File: config.mk
export PLATFORM = sky130hd
export DESIGN_NAME = dm_arbiter
export DESIGN_NICKNAME = d
export VERILOG_FILES = /design/src/rtl/dm_arb_pkg.sv /design/src/rtl/dm_arbiter_rr_pick.sv /design/src/rtl/dm_arbiter.sv
export SDC_FILE = /design/constraint.sdc
export NUM_CORES = 1
export LEC_CHECK = 0
export BUFFER_PORTS_ARGS = -buffer_cell sky130_fd_sc_hd__buf_2
export CAP_MARGIN = 20
export CORE_AREA = 4 4 114 116
export CTS_BUF_LIST = sky130_fd_sc_hd__clkbuf_8
export DETAILED_ROUTE_END_ITERATION = 10
export DIE_AREA = 0 0 118 120
export GPL_TIMING_DRIVEN = 0
export HOLD_SLACK_MARGIN = 0.02
export PLACE_DENSITY = 0.58
export SLEW_MARGIN = 10
export SYNTH_ARGS = -nofsm -noshare
export SYNTH_HDL_FRONTEND = slang
export SYNTH_HIERARCHICAL = 1
export SYNTH_SLANG_ARGS = --single-unit
File: constraint.sdc
create_clock -name clk -period 2.63 [get_ports clk]
set_input_delay 0 -clock clk [delete_from_list [all_inputs] [get_ports clk]]
set_output_delay 0 -clock clk [all_outputs]
set_load 0.03 [all_outputs]
File: src/rtl/dm_arb_pkg.sv
// dm_arb_pkg: shared encodings for the dm_arbiter data-memory arbiter
// (state names, owner-index width helper, "no owner" sentinel for the bus lock).
package dm_arb_pkg;

  typedef enum logic [1:0] {
    ST_IDLE   = 2'd0,
    ST_ACTIVE = 2'd1,
    ST_LOCKED = 2'd2
  } arb_state_e;

  // Lock owner register is wide enough for index 0..7 plus one out-of-range value.
  localparam int                LOCK_W   = 4;
  localparam logic [LOCK_W-1:0] NO_OWNER = 4'd8;

  function automatic int owner_w(input int cores);
    return (cores > 1) ? $clog2(cores) : 1;
  endfunction

endpackage

File: src/rtl/dm_arbiter_rr_pick.sv
// rr_pick: combinational round-robin search; returns the first eligible
// index at or after start (wrapping modulo N).
module rr_pick #(
  parameter int N  = 4,
  parameter int IW = 2
) (
  input  logic [N-1:0]  elig,
  input  logic [IW-1:0] start,
  output logic          found,
  output logic [IW-1:0] index
);

  logic [2*N-1:0] dbl;
  logic [N-1:0]   rot;

  // rot[k] is the eligibility of core (start + k) mod N
  assign dbl = {elig, elig} >> start;
  assign rot = dbl[N-1:0];

  always_comb begin
    found = |rot;
    index = '0;
    for (int k = N - 1; k >= 0; k--) begin
      if (rot[k]) begin
        index = IW'((int'(start) + k) % N);
      end
    end
  end

endmodule

File: src/rtl/dm_arbiter.sv
// dm_arbiter: round-robin sharing of one data-memory port among CORES cores
// through an issue/response pipeline. Define DM_ARB_LOCK_EN for bus-lock support.
module dm_arbiter
  import dm_arb_pkg::*;
#(
  parameter int CORES  = 4,
  parameter int ADDR_W = 10,
  parameter int DATA_W = 32
) (
  input  logic                    clk,
  input  logic                    reset_n,
  input  logic [CORES-1:0]        req,
  input  logic [CORES-1:0]        we,
  input  logic [CORES-1:0]        lock,
  input  logic [CORES*ADDR_W-1:0] addr,
  input  logic [CORES*DATA_W-1:0] wdata,
  output logic [CORES-1:0]        ack,
  output logic [DATA_W-1:0]       rdata,
  output logic                    mem_en,
  output logic                    mem_we,
  output logic [ADDR_W-1:0]       mem_addr,
  output logic [DATA_W-1:0]       mem_wdata,
  input  logic [DATA_W-1:0]       mem_rdata,
  output logic                    busy
);

  localparam int OW = owner_w(CORES);

  logic              iss_valid_q, iss_valid_d;
  logic [OW-1:0]     iss_owner_q, iss_owner_d;
  logic              iss_we_q, iss_we_d;
  logic [ADDR_W-1:0] iss_addr_q, iss_addr_d;
  logic [DATA_W-1:0] iss_wdata_q, iss_wdata_d;
  logic              rsp_valid_q, rsp_valid_d;
  logic [OW-1:0]     rsp_owner_q, rsp_owner_d;
  logic [OW-1:0]     last_q, last_d;

  logic [CORES-1:0]  elig, lock_mask, grant_oh;
  logic [OW-1:0]     start_ptr, grant_idx;
  logic              grant_found;
  logic              sel_we;
  logic [ADDR_W-1:0] sel_addr;
  logic [DATA_W-1:0] sel_wdata;

  // A core already in flight is excluded so its held req is not granted twice.
  for (genvar gi = 0; gi < CORES; gi++) begin : g_elig
    assign elig[gi] = req[gi] & lock_mask[gi]
                    & ~(iss_valid_q & (iss_owner_q == OW'(gi)))
                    & ~(rsp_valid_q & (rsp_owner_q == OW'(gi)));
  end

  assign start_ptr = (last_q == OW'(CORES - 1)) ? '0 : last_q + 1'b1;

  rr_pick #(.N(CORES), .IW(OW)) u_rr_pick (
    .elig  (elig),
    .start (start_ptr),
    .found (grant_found),
    .index (grant_idx)
  );

  assign grant_oh = grant_found ? (CORES'(1) << grant_idx) : '0;

  always_comb begin
    sel_we    = 1'b0;
    sel_addr  = '0;
    sel_wdata = '0;
    for (int i = 0; i < CORES; i++) begin
      if (grant_oh[i]) begin
        sel_we    = we[i];
        sel_addr  = addr[i*ADDR_W +: ADDR_W];
        sel_wdata = wdata[i*DATA_W +: DATA_W];
      end
    end
  end

  always_comb begin
    iss_valid_d = grant_found;
    iss_owner_d = grant_found ? grant_idx : '0;
    iss_we_d    = sel_we;
    iss_addr_d  = sel_addr;
    iss_wdata_d = sel_wdata;
    rsp_valid_d = iss_valid_q;
    rsp_owner_d = iss_owner_q;
    last_d      = grant_found ? grant_idx : last_q;
  end

  always_ff @(posedge clk or negedge reset_n) begin
    if (!reset_n) begin
      iss_valid_q <= 1'b0;
      iss_owner_q <= '0;
      iss_we_q    <= 1'b0;
      iss_addr_q  <= '0;
      iss_wdata_q <= '0;
      rsp_valid_q <= 1'b0;
      rsp_owner_q <= '0;
      last_q      <= OW'(CORES - 1);
    end else begin
      iss_valid_q <= iss_valid_d;
      iss_owner_q <= iss_owner_d;
      iss_we_q    <= iss_we_d;
      iss_addr_q  <= iss_addr_d;
      iss_wdata_q <= iss_wdata_d;
      rsp_valid_q <= rsp_valid_d;
      rsp_owner_q <= rsp_owner_d;
      last_q      <= last_d;
    end
  end

`ifdef DM_ARB_LOCK_EN
  logic [LOCK_W-1:0] lock_owner_q, lock_owner_d;
  logic [CORES-1:0]  lock_oh;
  logic              lock_held, sel_lock;

  assign lock_held = (lock_owner_q != NO_OWNER);
  assign lock_oh   = lock_held ? (CORES'(1) << lock_owner_q) : '0;
  assign lock_mask = lock_held ? lock_oh : '1;
  assign sel_lock  = |(lock & grant_oh);

  always_comb begin
    lock_owner_d = lock_owner_q;
    if (grant_found && sel_lock) begin
      lock_owner_d = LOCK_W'(grant_idx);
    end else if (grant_found && |(grant_oh & lock_oh)) begin
      lock_owner_d = NO_OWNER;
    end else if (lock_held && !(|(req & lock_oh)) && !(|(lock & lock_oh))) begin
      lock_owner_d = NO_OWNER;
    end
  end

  always_ff @(posedge clk or negedge reset_n) begin
    if (!reset_n) begin
      lock_owner_q <= NO_OWNER;
    end else begin
      lock_owner_q <= lock_owner_d;
    end
  end
`else
  logic unused_lock;
  assign lock_mask   = '1;
  assign unused_lock = ^lock;
`endif

  assign mem_en    = iss_valid_q;
  assign mem_we    = iss_we_q;
  assign mem_addr  = iss_addr_q;
  assign mem_wdata = iss_wdata_q;
  assign ack       = rsp_valid_q ? (CORES'(1) << rsp_owner_q) : '0;
  // Gated so that every output reads 0 while the pipeline is empty or in reset.
  assign rdata     = rsp_valid_q ? mem_rdata : '0;
  assign busy      = iss_valid_q | rsp_valid_q;

endmodule

==> impl_summary.md <==
Cells and area
The antenna diode count is 0. Leaving out fill and tap cells, the most frequent cells in the layout are sky130_fd_sc_hd__buf_2 (296), sky130_fd_sc_hd__dlygate4sd3_1 (113), sky130_fd_sc_hd__mux2i_1 (86), sky130_fd_sc_hd__dfrtp_1 (49), sky130_fd_sc_hd__o22ai_1 (43). The area added between synthesis and finish is 97.5%. In the final layout, the share of cells above drive strength 1 is 47.7%.

The final design utilization is 49.9%. The number of nets in the layout is 900. The layout has 1058 filler cells. Leaving out fill and tap cells, the most frequent cell in the layout is sky130_fd_sc_hd__buf_2.

Setup path
The critical path goes through clkbuf_2, and3b_1, a311oi_2, inv_1, o221ai_1, a21oi_1, buf_4, buf_12, buf_8, mux2i_1, o22ai_1. The worst setup path is captured at a flop. The kind of critical path is reg2reg. The cell with the largest stage delay on the worst path is sky130_fd_sc_hd__dfrtp_1. The critical path contains buffers and inverters numbering 5 combined. The worst path required time is 2.82 ns.

Grouping stages by cell kind, the critical path spends the most delay in buffers and inverters. The maximum fanout encountered on the critical timing path is 10. For this run, the slowest stage of the critical path takes 0.37 ns. Data arrives at the worst endpoint at 2.55 ns.

The category of the worst setup path launch point is a flop.

GRT
Across every metal layer, demand over resource in global routing totals 19.7%. The via count of the first global-routing pass is 4314. The first global-routing pass estimated 22.4 mm of wire. The initial antenna violation count is 0. Summed over all layers, the global routing overflow is 0.

The largest net degree at the start of global routing is 35.

Outcome
The flow ran to the end, and the final reports show no timing, DRC or antenna violations.

Floorplan
The initial core utilization is 25.2%. After floorplanning, the core was divided into 40 placement rows. The core outline area is 11900 µm². The floorplan step defined a die boundary enclosing 14200 µm². Measured along the y axis, the die boundary spans 120 µm. The horizontal die dimension is 118 µm. The number of top-level pins is 295.

Timing
Across the routed clock network, the largest skew measured is 0.00664 ns. The hold violation total from the final report came to 0. The count of final max-slew check failures is 0. In the finished design, the share of the clock period the worst path needs comes to 89.9%.

For the pin with the worst max-slew slack, the measured transition is 0.461 ns. Static timing analysis puts the maximum clock frequency at 0.423 GHz. The total negative setup slack is 0 ns. The clock period minus worst slack is 2.36 ns.

Setup violations remaining at the end of the flow were counted as 0. The worst pin sits at a relative slew slack of 69.3%.

Power
The switching share of total power is 49.8%. For this design the total switching power over the nets is 3730 µW. The total power density per cell area is 1260 nW/µm². Per report_power, the clock group accounts for 7.9% of the total. The worst-case IR drop observed on VDD is 0.574 mV.

The sequential share of power is 17.9%. The static leakage is 0.00312 µW. The internal portion of total power is 3760 µW.

The share of total power in combinational logic is 74.2%.

CTS
The post-CTS setup buffer count is 0. In this run the clock root is driven by a sky130_fd_sc_hd__clkbuf_8. The clock latency on the worst-skew pair is 0.30 ns. TritonCTS built the clock tree.

The tree built by TritonCTS fans out to 51 sinks. The clock-pin slew reported for the worst setup and hold paths after clock tree synthesis is 0.10 ns. The number of buffers created by CTS is 5. CTS built an H-tree with a depth of 2. The largest buffer count on any clock path is 2.

Synthesis
The synthesized netlist occupies a cell area of 3010 µm². Yosys printed 6 warnings. The async set-or-reset flop fraction in the synthesized netlist is 100%. The post-synthesis sequential element count is 51. Yosys mapped the design onto 30 distinct sky130hd cell types. When the netlist entered floorplanning its net count stood at 489. Counting flops with a built-in enable in the synthesized netlist gives 0. For this run, the leading register cell type out of synthesis is sky130_fd_sc_hd__dfrtp_1. The gate count after technology mapping is 274. The proportion of synthesized chip area in sequential cells is 42.5%. The mean post-synth cell area is 11.0 µm².

Drt
The DRC violation count after routing is 0. Using the TritonRoute via totals, the vias-per-cell ratio works out to 4.66. Dividing the detail-routed wire length by the instance count gives 17.4 µm. The pre-antenna-repair detailed-routing pass consisted of 4 iterations.

In this run, the number of DRC markers left after iteration 0 of detailed routing was 156. The detail route stage leaves a number of antenna-violating nets equal to 0. The total detailed-routing wirelength is 14.5 mm. Across all layers, the routed design uses 3878 vias.

Placement
The number of buffers inserted by port buffering is 290. The HPWL after detailed placement is 10.1 mm. The global placement routability congestion is 0.828.

Flow run
The tool flagged a number of max-cap violations equal to 0.

Hold path
The worst hold path belongs to the class in2reg.
-- area by class of cell --
cell class	count	area, µm²	share of cell area [%]
clock buffers	6	82.6	1.39
repair buffers	404	2600	43.8
well taps	147	184	3.10
clock inverters	2	38.8	0.653
plain buffers	23	169	2.84
flip-flops and latches	51	1280	21.5
multi-input cells	190	1550	26.0
inverters	10	37.5	0.632
-- cell usage after synthesis, types with 3 or more instances --
cell type / instances / area [µm²]
sky130_fd_sc_hd__o22ai_1: 43 / 269
sky130_fd_sc_hd__buf_4: 7 / 52.6
sky130_fd_sc_hd__nor3b_1: 3 / 22.5
sky130_fd_sc_hd__clkbuf_1: 5 / 18.8
sky130_fd_sc_hd__buf_2: 6 / 30.0
sky130_fd_sc_hd__dfrtp_1: 49 / 1230
sky130_fd_sc_hd__a21oi_1: 4 / 20.0
sky130_fd_sc_hd__inv_1: 10 / 37.5
sky130_fd_sc_hd__mux2i_1: 86 / 861
sky130_fd_sc_hd__and2_1: 33 / 206
sky130_fd_sc_hd__nor2_1: 3 / 11.3
-- power groups by stage --
stage	Clock [µW]	Sequential [µW]	Combinational, µW
5_1_grt	649	1380	5960
4_1_cts	614	1340	5570
2_1_floorplan	0	2020	3300
3_5_place_dp	0	1360	5440
3_3_place_gp	0	1350	5350
6_report	589	1340	5560
-- kinds of logic (layout without fill, tap and decap cells) --
logic type      Yosys count  count (layout)  share of synthesized area, %
compound gates           54              54                          11.5
flops                    51              51                          42.5
mux                      87              87                          29.0
simple gates             48              48                          9.78
buf+inv                  33             445                          6.78
fa+ha+maj                 1               1                         0.416
-- through the flow --
step / area [µm²] / cells / hold WS (ns) / setup slack [ns] / power, µW
finish: 5940 / 833 / 0.0242 / 0.266 / 7500
CTS: 5910 / 832 / 0.0211 / 0.0112 / 7530
floorplan: 3010 / 274 / -0.296 / 0.221 / 5320
global route: 5940 / 833 / 0.0270 / -0.0203 / 7990
global placement: 4650 / 711 / 0.291 / 0.0371 / 6700
detailed placement: 4670 / 712 / -0.0219 / 0.0246 / 6790
-- state kept, by name (all words and copies together) (netlist names) --
register and count:
mem_wdata 32, mem_addr 10, iss_owner_q 2, last_q 2
rsp_owner_q 2, mem_en 1, mem_we 1, rsp_valid_q 1
-- final timing paths --
path / from / endpoint / slack [ns] / depth (start not counted)
worst min-delay path: wdata[18] / mem_wdata[18]$_DFF_PN0_ / 0.02 / 3
max in group asynchronous: reset_n / last_q[1]$_DFFE_PN1P_ / 1.86 / 3
worst max register to register: rsp_valid_q$_DFF_PN0_ / mem_addr[1]$_DFF_PN0_ / 0.27 / 11
worst min register to register: last_q[1]$_DFFE_PN1P_ / last_q[1]$_DFFE_PN1P_ / 0.48 / 2
min in group asynchronous: reset_n / mem_addr[5]$_DFF_PN0_ / 0.17 / 2
worst max-delay path: rsp_valid_q$_DFF_PN0_ / mem_addr[1]$_DFF_PN0_ / 0.27 / 11
-- worst min-delay path, delay by kind of cell --
family	cells	cell delay, ns
buffers and inverters	1	0.08
muxes	1	0.06
AOI/OAI and AO/OA	1	0.14
-- layer usage --
| metal | vias up | part of all wire, % | routed length (µm) | track usage (%) |
|---|---|---|---|---|
| met4 | 0 | 3.7 | 541 | 8.21 |
| met2 | 255 | 51 | 7430 | 36.8 |
| met3 | 49 | 10 | 1440 | 6.97 |
| li1 | 1819 | - | - | - |
| met5 | - | 0 | 0 | 0 |
| met1 | 1755 | 35 | 5070 | 19.9 |
-- timing repair --
| action | 4_1_cts | 5_1_grt |
|---|---|---|
| setup endpoints to repair | 0 | 42 |
| endpoints found under the hold margin | 55 | 1 |
| hold buffers | 112 | 1 |
| resized for setup | 0 | 7 |
(Power assumes the default switching activity.)
